File: src/rtl/instruction_fetch_pkg.sv
// Shared fetch-stage definitions: data/address widths, PC step, FETCH/HOLD encodings.
// Optional misalignment detection is selected with the FETCH_ALIGN_CHECK_EN macro.
package instruction_fetch_pkg;

    localparam int PC_WIDTH = 32;
    localparam int DWIDTH   = 32;

    localparam logic [PC_WIDTH-1:0] PC_STEP       = 32'h0000_0004;
    localparam logic [PC_WIDTH-1:0] PC_ALIGN_MASK = 32'hFFFF_FFFC;

    typedef enum logic {
        FETCH = 1'b0,
        HOLD  = 1'b1
    } fetch_state_t;

    // Sequential word address; wraps modulo 2^PC_WIDTH by construction.
    function automatic logic [PC_WIDTH-1:0] pc_next(input logic [PC_WIDTH-1:0] pc);
        return pc + PC_STEP;
    endfunction

endpackage

File: src/rtl/fetch_hold_buf.sv
// One-entry instruction/PC buffer used while decode is stalled.
// Clear wins over load, load wins over drain.
module fetch_hold_buf
    import instruction_fetch_pkg::*;
(
    input  logic                i_clk,
    input  logic                i_rst,
    input  logic                i_load,
    input  logic                i_drain,
    input  logic                i_clear,
    input  logic [DWIDTH-1:0]   i_instr,
    input  logic [PC_WIDTH-1:0] i_pc,
    output logic                o_valid,
    output logic [DWIDTH-1:0]   o_instr,
    output logic [PC_WIDTH-1:0] o_pc
);

    logic                r_valid;
    logic [DWIDTH-1:0]   r_instr;
    logic [PC_WIDTH-1:0] r_pc;

    // Buffer storage and occupancy flag.
    always_ff @(posedge i_clk or posedge i_rst) begin
        if (i_rst) begin
            r_valid <= 1'b0;
            r_instr <= {DWIDTH{1'b0}};
            r_pc    <= {PC_WIDTH{1'b0}};
        end else if (i_clear) begin
            r_valid <= 1'b0;
            r_instr <= {DWIDTH{1'b0}};
            r_pc    <= {PC_WIDTH{1'b0}};
        end else if (i_load) begin
            r_valid <= 1'b1;
            r_instr <= i_instr;
            r_pc    <= i_pc;
        end else if (i_drain) begin
            r_valid <= 1'b0;
        end else begin
            r_valid <= r_valid;
        end
    end

    assign o_valid = r_valid;
    assign o_instr = r_instr;
    assign o_pc    = r_pc;

endmodule

File: src/rtl/instruction_fetch.sv
// MIPS fetch stage: PC, req/ack instruction-memory port, stall hold buffer, branch redirect.
// Define FETCH_ALIGN_CHECK_EN to flag and park on misaligned redirect targets.
module instruction_fetch
    import instruction_fetch_pkg::*;
#(
    parameter logic [PC_WIDTH-1:0] RESET_PC = 32'h0000_0000
) (
    input  logic                fs_i_clk,
    input  logic                fs_i_rst,
    input  logic                fs_i_stall,
    input  logic                fs_i_change_pc,
    input  logic [PC_WIDTH-1:0] fs_i_alu_pc,
    output logic                fs_o_imem_req,
    output logic [PC_WIDTH-1:0] fs_o_imem_addr,
    input  logic                fs_i_imem_ack,
    input  logic [DWIDTH-1:0]   fs_i_imem_data,
    output logic [DWIDTH-1:0]   fs_o_instr,
    output logic [PC_WIDTH-1:0] fs_o_pc,
    output logic                fs_o_ce,
    output logic                fs_o_misalign
);

    fetch_state_t        r_state, w_state_n;
    logic [PC_WIDTH-1:0] r_pc, w_pc_n;
    logic [PC_WIDTH-1:0] r_out_pc, w_out_pc_n;
    logic [DWIDTH-1:0]   r_out_instr, w_out_instr_n;
    logic                r_ce, w_ce_n;
    logic [PC_WIDTH-1:0] w_target;
    logic                w_aligned;
    logic                w_req;
    logic                w_ack;
    logic                w_buf_load, w_buf_drain, w_buf_clear, w_buf_valid;
    logic [DWIDTH-1:0]   w_buf_instr;
    logic [PC_WIDTH-1:0] w_buf_pc;

`ifdef FETCH_ALIGN_CHECK_EN
    logic r_misalign, w_misalign_n;

    assign w_target      = fs_i_alu_pc;
    assign w_aligned     = (r_pc[1:0] == 2'b00);
    assign fs_o_misalign = r_misalign;

    // Misalign flag follows the alignment of the most recent redirect target.
    always_comb begin
        w_misalign_n = r_misalign;
        if (fs_i_change_pc) begin
            w_misalign_n = (fs_i_alu_pc[1:0] != 2'b00);
        end else begin
            w_misalign_n = r_misalign;
        end
    end

    // Misalign flag register.
    always_ff @(posedge fs_i_clk or posedge fs_i_rst) begin
        if (fs_i_rst) begin
            r_misalign <= 1'b0;
        end else begin
            r_misalign <= w_misalign_n;
        end
    end
`else
    assign w_target      = fs_i_alu_pc & PC_ALIGN_MASK;
    assign w_aligned     = 1'b1;
    assign fs_o_misalign = 1'b0;
`endif

    assign w_req          = (r_state == FETCH) && w_aligned && !fs_i_rst;
    assign w_ack          = fs_i_imem_ack && w_req;
    assign fs_o_imem_req  = w_req;
    assign fs_o_imem_addr = r_pc;

    fetch_hold_buf u_hold_buf (
        .i_clk   (fs_i_clk),
        .i_rst   (fs_i_rst),
        .i_load  (w_buf_load),
        .i_drain (w_buf_drain),
        .i_clear (w_buf_clear),
        .i_instr (fs_i_imem_data),
        .i_pc    (pc_next(r_pc)),
        .o_valid (w_buf_valid),
        .o_instr (w_buf_instr),
        .o_pc    (w_buf_pc)
    );

    // Next state, PC and decode outputs; a redirect overrides ack, stall and HOLD.
    always_comb begin
        w_state_n     = r_state;
        w_pc_n        = r_pc;
        w_out_instr_n = r_out_instr;
        w_out_pc_n    = r_out_pc;
        w_ce_n        = r_ce;
        w_buf_load    = 1'b0;
        w_buf_drain   = 1'b0;
        w_buf_clear   = 1'b0;
        if (fs_i_change_pc) begin
            w_pc_n      = w_target;
            w_buf_clear = 1'b1;
            w_ce_n      = 1'b0;
            w_state_n   = FETCH;
        end else begin
            case (r_state)
                FETCH: begin
                    if (w_ack) begin
                        w_pc_n = pc_next(r_pc);
                        if (fs_i_stall) begin
                            w_buf_load = 1'b1;
                            w_state_n  = HOLD;
                        end else begin
                            w_out_instr_n = fs_i_imem_data;
                            w_out_pc_n    = pc_next(r_pc);
                            w_ce_n        = 1'b1;
                        end
                    end else if (fs_i_stall) begin
                        w_ce_n = r_ce;
                    end else begin
                        w_ce_n = 1'b0;
                    end
                end
                HOLD: begin
                    if (fs_i_stall) begin
                        w_state_n = HOLD;
                    end else begin
                        w_out_instr_n = w_buf_instr;
                        w_out_pc_n    = w_buf_pc;
                        w_ce_n        = w_buf_valid;
                        w_buf_drain   = 1'b1;
                        w_state_n     = FETCH;
                    end
                end
                default: begin
                    w_state_n = FETCH;
                end
            endcase
        end
    end

    // State, PC and registered decode-side outputs.
    always_ff @(posedge fs_i_clk or posedge fs_i_rst) begin
        if (fs_i_rst) begin
            r_state     <= FETCH;
            r_pc        <= RESET_PC;
            r_out_instr <= {DWIDTH{1'b0}};
            r_out_pc    <= {PC_WIDTH{1'b0}};
            r_ce        <= 1'b0;
        end else begin
            r_state     <= w_state_n;
            r_pc        <= w_pc_n;
            r_out_instr <= w_out_instr_n;
            r_out_pc    <= w_out_pc_n;
            r_ce        <= w_ce_n;
        end
    end

    assign fs_o_instr = r_out_instr;
    assign fs_o_pc    = r_out_pc;
    assign fs_o_ce    = r_ce;

endmodule

File: config.mk
export PLATFORM = sky130hd
export DESIGN_NAME = instruction_fetch
export DESIGN_NICKNAME = d
export VERILOG_FILES = /design/src/rtl/instruction_fetch_pkg.sv /design/src/rtl/fetch_hold_buf.sv /design/src/rtl/instruction_fetch.sv
export SDC_FILE = /design/constraint.sdc
export NUM_CORES = 1
export LEC_CHECK = 0
export BUFFER_PORTS_ARGS = -buffer_cell sky130_fd_sc_hd__buf_4
export CORE_UTILIZATION = 50
export DETAILED_ROUTE_END_ITERATION = 8
export GPL_TIMING_DRIVEN = 0
export PLACE_DENSITY = 0.75
export RECOVER_POWER = 100
export SYNTH_ARGS = -nofsm -noshare
export SYNTH_HDL_FRONTEND = slang
export SYNTH_HIERARCHICAL = 1
export SYNTH_SLANG_ARGS = --single-unit
File: constraint.sdc
create_clock -name fs_i_clk -period 4.78 [get_ports fs_i_clk]
set_clock_uncertainty 0.1 [all_clocks]
set_input_delay 0 -clock fs_i_clk [delete_from_list [all_inputs] [get_ports fs_i_clk]]
set_output_delay 0 -clock fs_i_clk [all_outputs]
set_load 0.005 [all_outputs]
Word-level counts from Yosys, hierarchy flattened
Cells that the tools add are included.
W data, S select, Z words.

operators by class
  $add $sub $neg = 1
  equal/unequal tests = 6
  multiplexer cells = 34
  bitwise gates (word level) = 2
  reduce and logical (&&, ||, !) cells = 9

operators with widths
  cell                     count
  $mux W32                 13
  $pmux W32 S2             2
  $add A32 B3 Y32 const B  1
  $mux W1                  17
  $ne A2 B2 Y1 const B     4
  $ne A3 B3 Y1 const B     2
  $pmux W1 S2              2
  $reduce_and A2 Y1        2
  $reduce_and A4 Y1        1
  $reduce_bool A2 Y1       2
  $reduce_bool A3 Y1       1
  $logic_and A1 B1 Y1      2
  $not A1 Y1               2
  $logic_not A1 Y1         1

word-level totals
  flip-flop bits (word level) = 163
  bits of input ports = 69
  output and inout bits = 99

Longest topological paths before layout
  depth after elaboration = 8
  gate-level depth with buffers = 8
  depth with buffers taken out = 7

By module
The synthesis kept the hierarchy.

by module, submodules not included
  module             instances  cells each  area an instance (µm²)
  instruction_fetch  1          577         5236.3
  fetch_hold_buf     1          211         2673.8

Worst setup path before layout
Ideal clock, no wire load.

  path type = flip-flop to flip-flop
  start point = reg r_pc[2] (netlist: fs_o_imem_addr[2])
  end point = reg r_out_pc[24] (netlist: fs_o_pc[24])
  setup time = 0.126 ns
  data arrival time = 1.875 ns
  slack = 2.679 ns
  cell stages (with the launch flop) = 7
  path buffers = 0
  clock period less this slack = 2.101 ns
  path through = dfrtp_1 -> ha_1 -> nand4_2 -> nor3_4 -> nand4_1 -> xnor2_1 -> a221o_1

between the ends
  word-level cells in the longest chain between the ends = 4

RTL lines
  item                    RTL line                     source
  start, declared         instruction_fetch.sv:24      logic [PC_WIDTH-1:0] r_pc, w_pc_n;
  start signal, assigned  instruction_fetch.sv:147     r_pc <= w_pc_n;
  $add A32 B3 Y32         instruction_fetch_pkg.sv:18  return pc + PC_STEP;
  $mux W32                instruction_fetch.sv:105     if (fs_i_stall) begin
  $mux W32                instruction_fetch.sv:103     if (w_ack) begin
  $pmux W32 S2            instruction_fetch.sv:101     case (r_state)
  end signal, assigned    instruction_fetch.sv:143     r_out_pc <= {PC_WIDTH{1'b0}};
  end signal, assigned    instruction_fetch.sv:149     r_out_pc <= w_out_pc_n;
  end, declared           instruction_fetch.sv:25      logic [PC_WIDTH-1:0] r_out_pc, w_out_pc_n;

Every way passes these cells. The select of a mux whose other input is x is not followed.
A chain may end at the register's enable or synchronous reset.

Worst setup path after layout
  start point = reg r_state
  end point = reg u_hold_buf.r_instr[0] (netlist: u_hold_buf/o_instr[0])

between the ends
  word-level cells in the longest chain between the ends = 7

RTL lines
  item                                   RTL line                  source
  start, declared                        instruction_fetch.sv:23   fetch_state_t r_state, w_state_n;
  start signal, assigned                 instruction_fetch.sv:146  r_state <= w_state_n;
  $not A1 Y1                             n/a
  $logic_and A1 B1 Y1                    instruction_fetch.sv:67   assign w_req = (r_state == FETCH) && w_aligned && !fs_i_rst;
  $logic_and A1 B1 Y1                    instruction_fetch.sv:68   assign w_ack = fs_i_imem_ack && w_req;
  $mux W1                                instruction_fetch.sv:103
  $mux W1 *                              instruction_fetch.sv:101
  $mux W1 *                              instruction_fetch.sv:95   if (fs_i_change_pc) begin
  named net w_buf_load                   instruction_fetch.sv:32   logic w_buf_load, w_buf_drain, w_buf_clear, w_buf_valid;
  $reduce_bool A2 Y1 (no source line) *  n/a
  end signal, assigned                   fetch_hold_buf.sv:26      r_instr <= {DWIDTH{1'b0}};
  end signal, assigned                   fetch_hold_buf.sv:30      r_instr <= {DWIDTH{1'b0}};
  end signal, assigned                   fetch_hold_buf.sv:34      r_instr <= i_instr;
  end, declared                          fetch_hold_buf.sv:19      logic [DWIDTH-1:0] r_instr;

Mark *: on every way through the listed nets, which the timed path passes. The rest lies on a longest branch.

==> results.cfg <==
[route]
ant_nets = 0
drc = 0
wl_microns = 20670
vias_per_cell = 5.155
dr.first_iter.drc_count = 383
dr.pass1.iters = 5
wl_per_cell_microns = 16.37
vias = 6511

[status]
violations = capacitance limit, slew limit
status = finished, violations left

[logic_synthesis]
ys_seq_area_share_pct = 50.93
yosys.cell_types.count = 45
ys_seq_elements = 161
synth_edf_count = 0
syn_avg_cell_area_sq_um = 10.04
synth_warnings = 6
synthesis.area_sq_um = 7910
synthCells = 788
synth_flop_cell = dfrtp_1
synthArstFlopShare_pct = 100.0

[clock_tree]
numCtsBuffers = 17
cts_setup_buffers = 0
clk_latency_ps = 420
cts_root_buf = clkbuf_16
cts_buffer_depth = 2
htreeDepth = 4
cts_tree = built
cts.sinks = 161
clk_pin_slew_worst_paths_ps = 60
cts_resized = 0

[timing]
fmax_ghz = 0.3085
rsz0062_at_grt = no
setup_tns_ps = 0
period_share_pct = 67.82
finalHoldViolations = 0
maxSlewViolCount = 130
relSlewSlack_pct = -102.6
tightest_slew_ps = 3022
setup_viol = 0
post-route-min-period_ps = 3242

[floorplanning]
dieArea_sq_um = 16330
ios = 168
core.rowCount = 45
initial_utilization_pct = 51.65
die_w_microns = 127.8
fp.dieH_microns = 127.8
core_area_sq_um = 15310

[power_and_ir_drop]
combPwrFrac_pct = 16.9
internal_power_uw = 2845
seqPwrFrac_pct = 42.6
p_sw_uw = 954.1
powerDensity_nw_per_um2 = 362.8
irDropWorstVdd_uv = 265.1
switching_share_pct = 25.12
power_leakage_uw = 0.004675
power_frac_clock_pct = 40.5

[cells_and_area]
design_area_sq_um = 10470
area_growth_pct = 32.38
fin_nets = 1109
drive_gt1_share_pct = 17.49
n_antenna_cell = 0
fin_cells = 1263
fin_util_pct = 68.37

[grt]
grt_pass1_wl_microns = 34020
grtUsageTotal_pct = 26.92
grt_overflow_total = 0
grt_max_degree = 66
grt_pass1_vias = 6662
antenna_found_initial = 0

[run]
drv_cap = 3

[place]
gp_congestion = 0.8947
portBuffers = 161
placedCellCount = 1165
place_area_sq_um = 9430
hpwl_microns = 14100

[worst_setup_path]
cp.required_ps = 4970
worstPathMaxFanout = 10
startpoint_type = flop
end_kind = flop
worstPathArrival_ps = 3430
worstSetupPathType = reg2reg
r2r_slack_ps = 1540

[hold_path]
hold_class = in2reg
-- power groups by stage --
stage	logic, uW	registers [uW]	clock network, uW
floorplan	283	1630	0
global placement	628	1640	0
detailed placement	643	1640	0
CTS	691	1620	1560
global route	716	1630	1630
finish	641	1620	1540
-- path summary, 6_finish.rpt --
path | depth (start not counted) | to | startpoint
setup / recovery | 8 | u_hold_buf/o_instr[0]$_DFFE_PP0P_ | r_state$_DFF_PP0_
hold / removal | 3 | fs_o_ce$_DFFE_PP0P_ | fs_i_change_pc
setup reg to reg | 8 | u_hold_buf/o_instr[0]$_DFFE_PP0P_ | r_state$_DFF_PP0_
hold reg to reg | 2 | fs_o_instr[10]$_DFFE_PP0P_ | fs_o_instr[10]$_DFFE_PP0P_
max in group asynchronous | 4 | fs_o_pc[15]$_DFFE_PP0P_ | fs_i_rst
min in group asynchronous | 3 | fs_o_pc[31]$_DFFE_PP0P_ | fs_i_rst
-- metal layers --
layer / vias up / global-route usage, % / wire [microns]
li1: 3189 / - / -
met1: 3096 / 36.32 / 9391
met2: 208 / 44.28 / 9947
met3: 18 / 4.549 / 1073
met4: 0 / 8.858 / 259
met5: - / 0 / 0
-- logic make-up after synthesis --
logic type	count (synthesis)	synth area share [%]
flip-flops	161	50.93
AO/OA/AOI/OAI	108	7.798
adder cells (fa/ha/maj)	1	0.1582
AND/OR/NAND/NOR	284	16.59
multiplexers	105	13.29
XOR/XNOR	55	6.090
buffers and inverters	73	5.093
other	1	0.04741
-- state kept, by name (all words and copies together) (netlist names) --
name	count
fs_o_instr	32
fs_o_pc	32
u_hold_buf/o_instr	32
u_hold_buf/o_pc	32
fs_o_imem_addr	30
fs_o_ce	1
r_state	1
u_hold_buf/o_valid	1
-- Yosys cell counts, types with 4 or more instances --
master	instances	area, sq um
xnor2_1	26	227.7
nor2_1	87	326.6
buf_12	5	100.1
buf_4	4	30.03
nand2_1	108	405.4
nand4_1	14	87.58
nand3_1	28	140.1
mux2i_1	105	1051
buf_2	5	25.02
a221o_1	9	90.09
and3_1	11	68.82
o21ai_1	5	25.02
xor2_1	29	254.0
dfrtp_1	161	4029
nor3_1	11	55.05
inv_1	11	41.29
nor4_1	5	31.28
o21ai_0	82	410.4
clkbuf_1	38	142.6
-- timing repair --
| action | 4_1_cts | 5_1_grt |
|---|---|---|
| hold endpoints to repair | 274 | 0 |
| endpoints found under the setup margin | 0 | 0 |
| hold buffers | 66 | 0 |
-- final cells by class --
type | count | area (sq um)
Buffer | 61 | 249.0
Inverter | 12 | 47.55
Sequential cell | 161 | 4029
Fill cell | 1253 | 4843
Timing Repair Buffer | 228 | 1773
Multi-Input combinational cell | 558 | 3440
Clock buffer | 22 | 464.2
Clock inverter | 10 | 205.2
Tap cell | 211 | 264.0
-- stage by stage --
| step | setup slack (ps) | total power (uW) | hold WS (ps) |
|---|---|---|---|
| 5_1_grt | 1295 | 3975 | 191.1 |
| 3_3_place_gp | 867.8 | 2268 | 107.0 |
| 4_1_cts | 2322 | 3869 | 125.2 |
| 2_1_floorplan | 2175 | 1917 | -73.09 |
| 3_5_place_dp | 2367 | 2287 | -14.06 |
| 6_report | 1538 | 3799 | 134.4 |
-- placed cells by master, fill, tap and decap left out, types with 3 or more instances in the layout --
cell type	synthesis	routed
a21o_1	3	3
a221o_1	9	9
a22o_1	3	3
and3_1	11	11
buf_1	3	3
buf_2	5	4
buf_4	4	67
bufinv_16	0	6
clkbuf_1	38	78
clkbuf_16	0	17
clkbuf_2	3	4
clkbuf_4	0	70
conb_1	1	5
dfrtp_1	161	161
dlygate4sd3_1	0	66
inv_1	11	9
mux2i_1	105	105
nand2_1	108	108
nand3_1	28	28
nand4_1	14	15
nor2_1	87	87
nor3_1	11	12
nor4_1	5	8
o21ai_0	82	87
or2_2	3	3
xnor2_1	26	26
xor2_1	29	29
-- critical path: stages, from the launching register on --
cell and delay (ps):
dfrtp_1 360, clkbuf_1 200, or3b_1 410, clkbuf_1 290, nor2_1 220, clkbuf_1 510
clkbuf_1 660, mux2i_1 290, nor2_1 60
(Power assumes the default switching activity.)
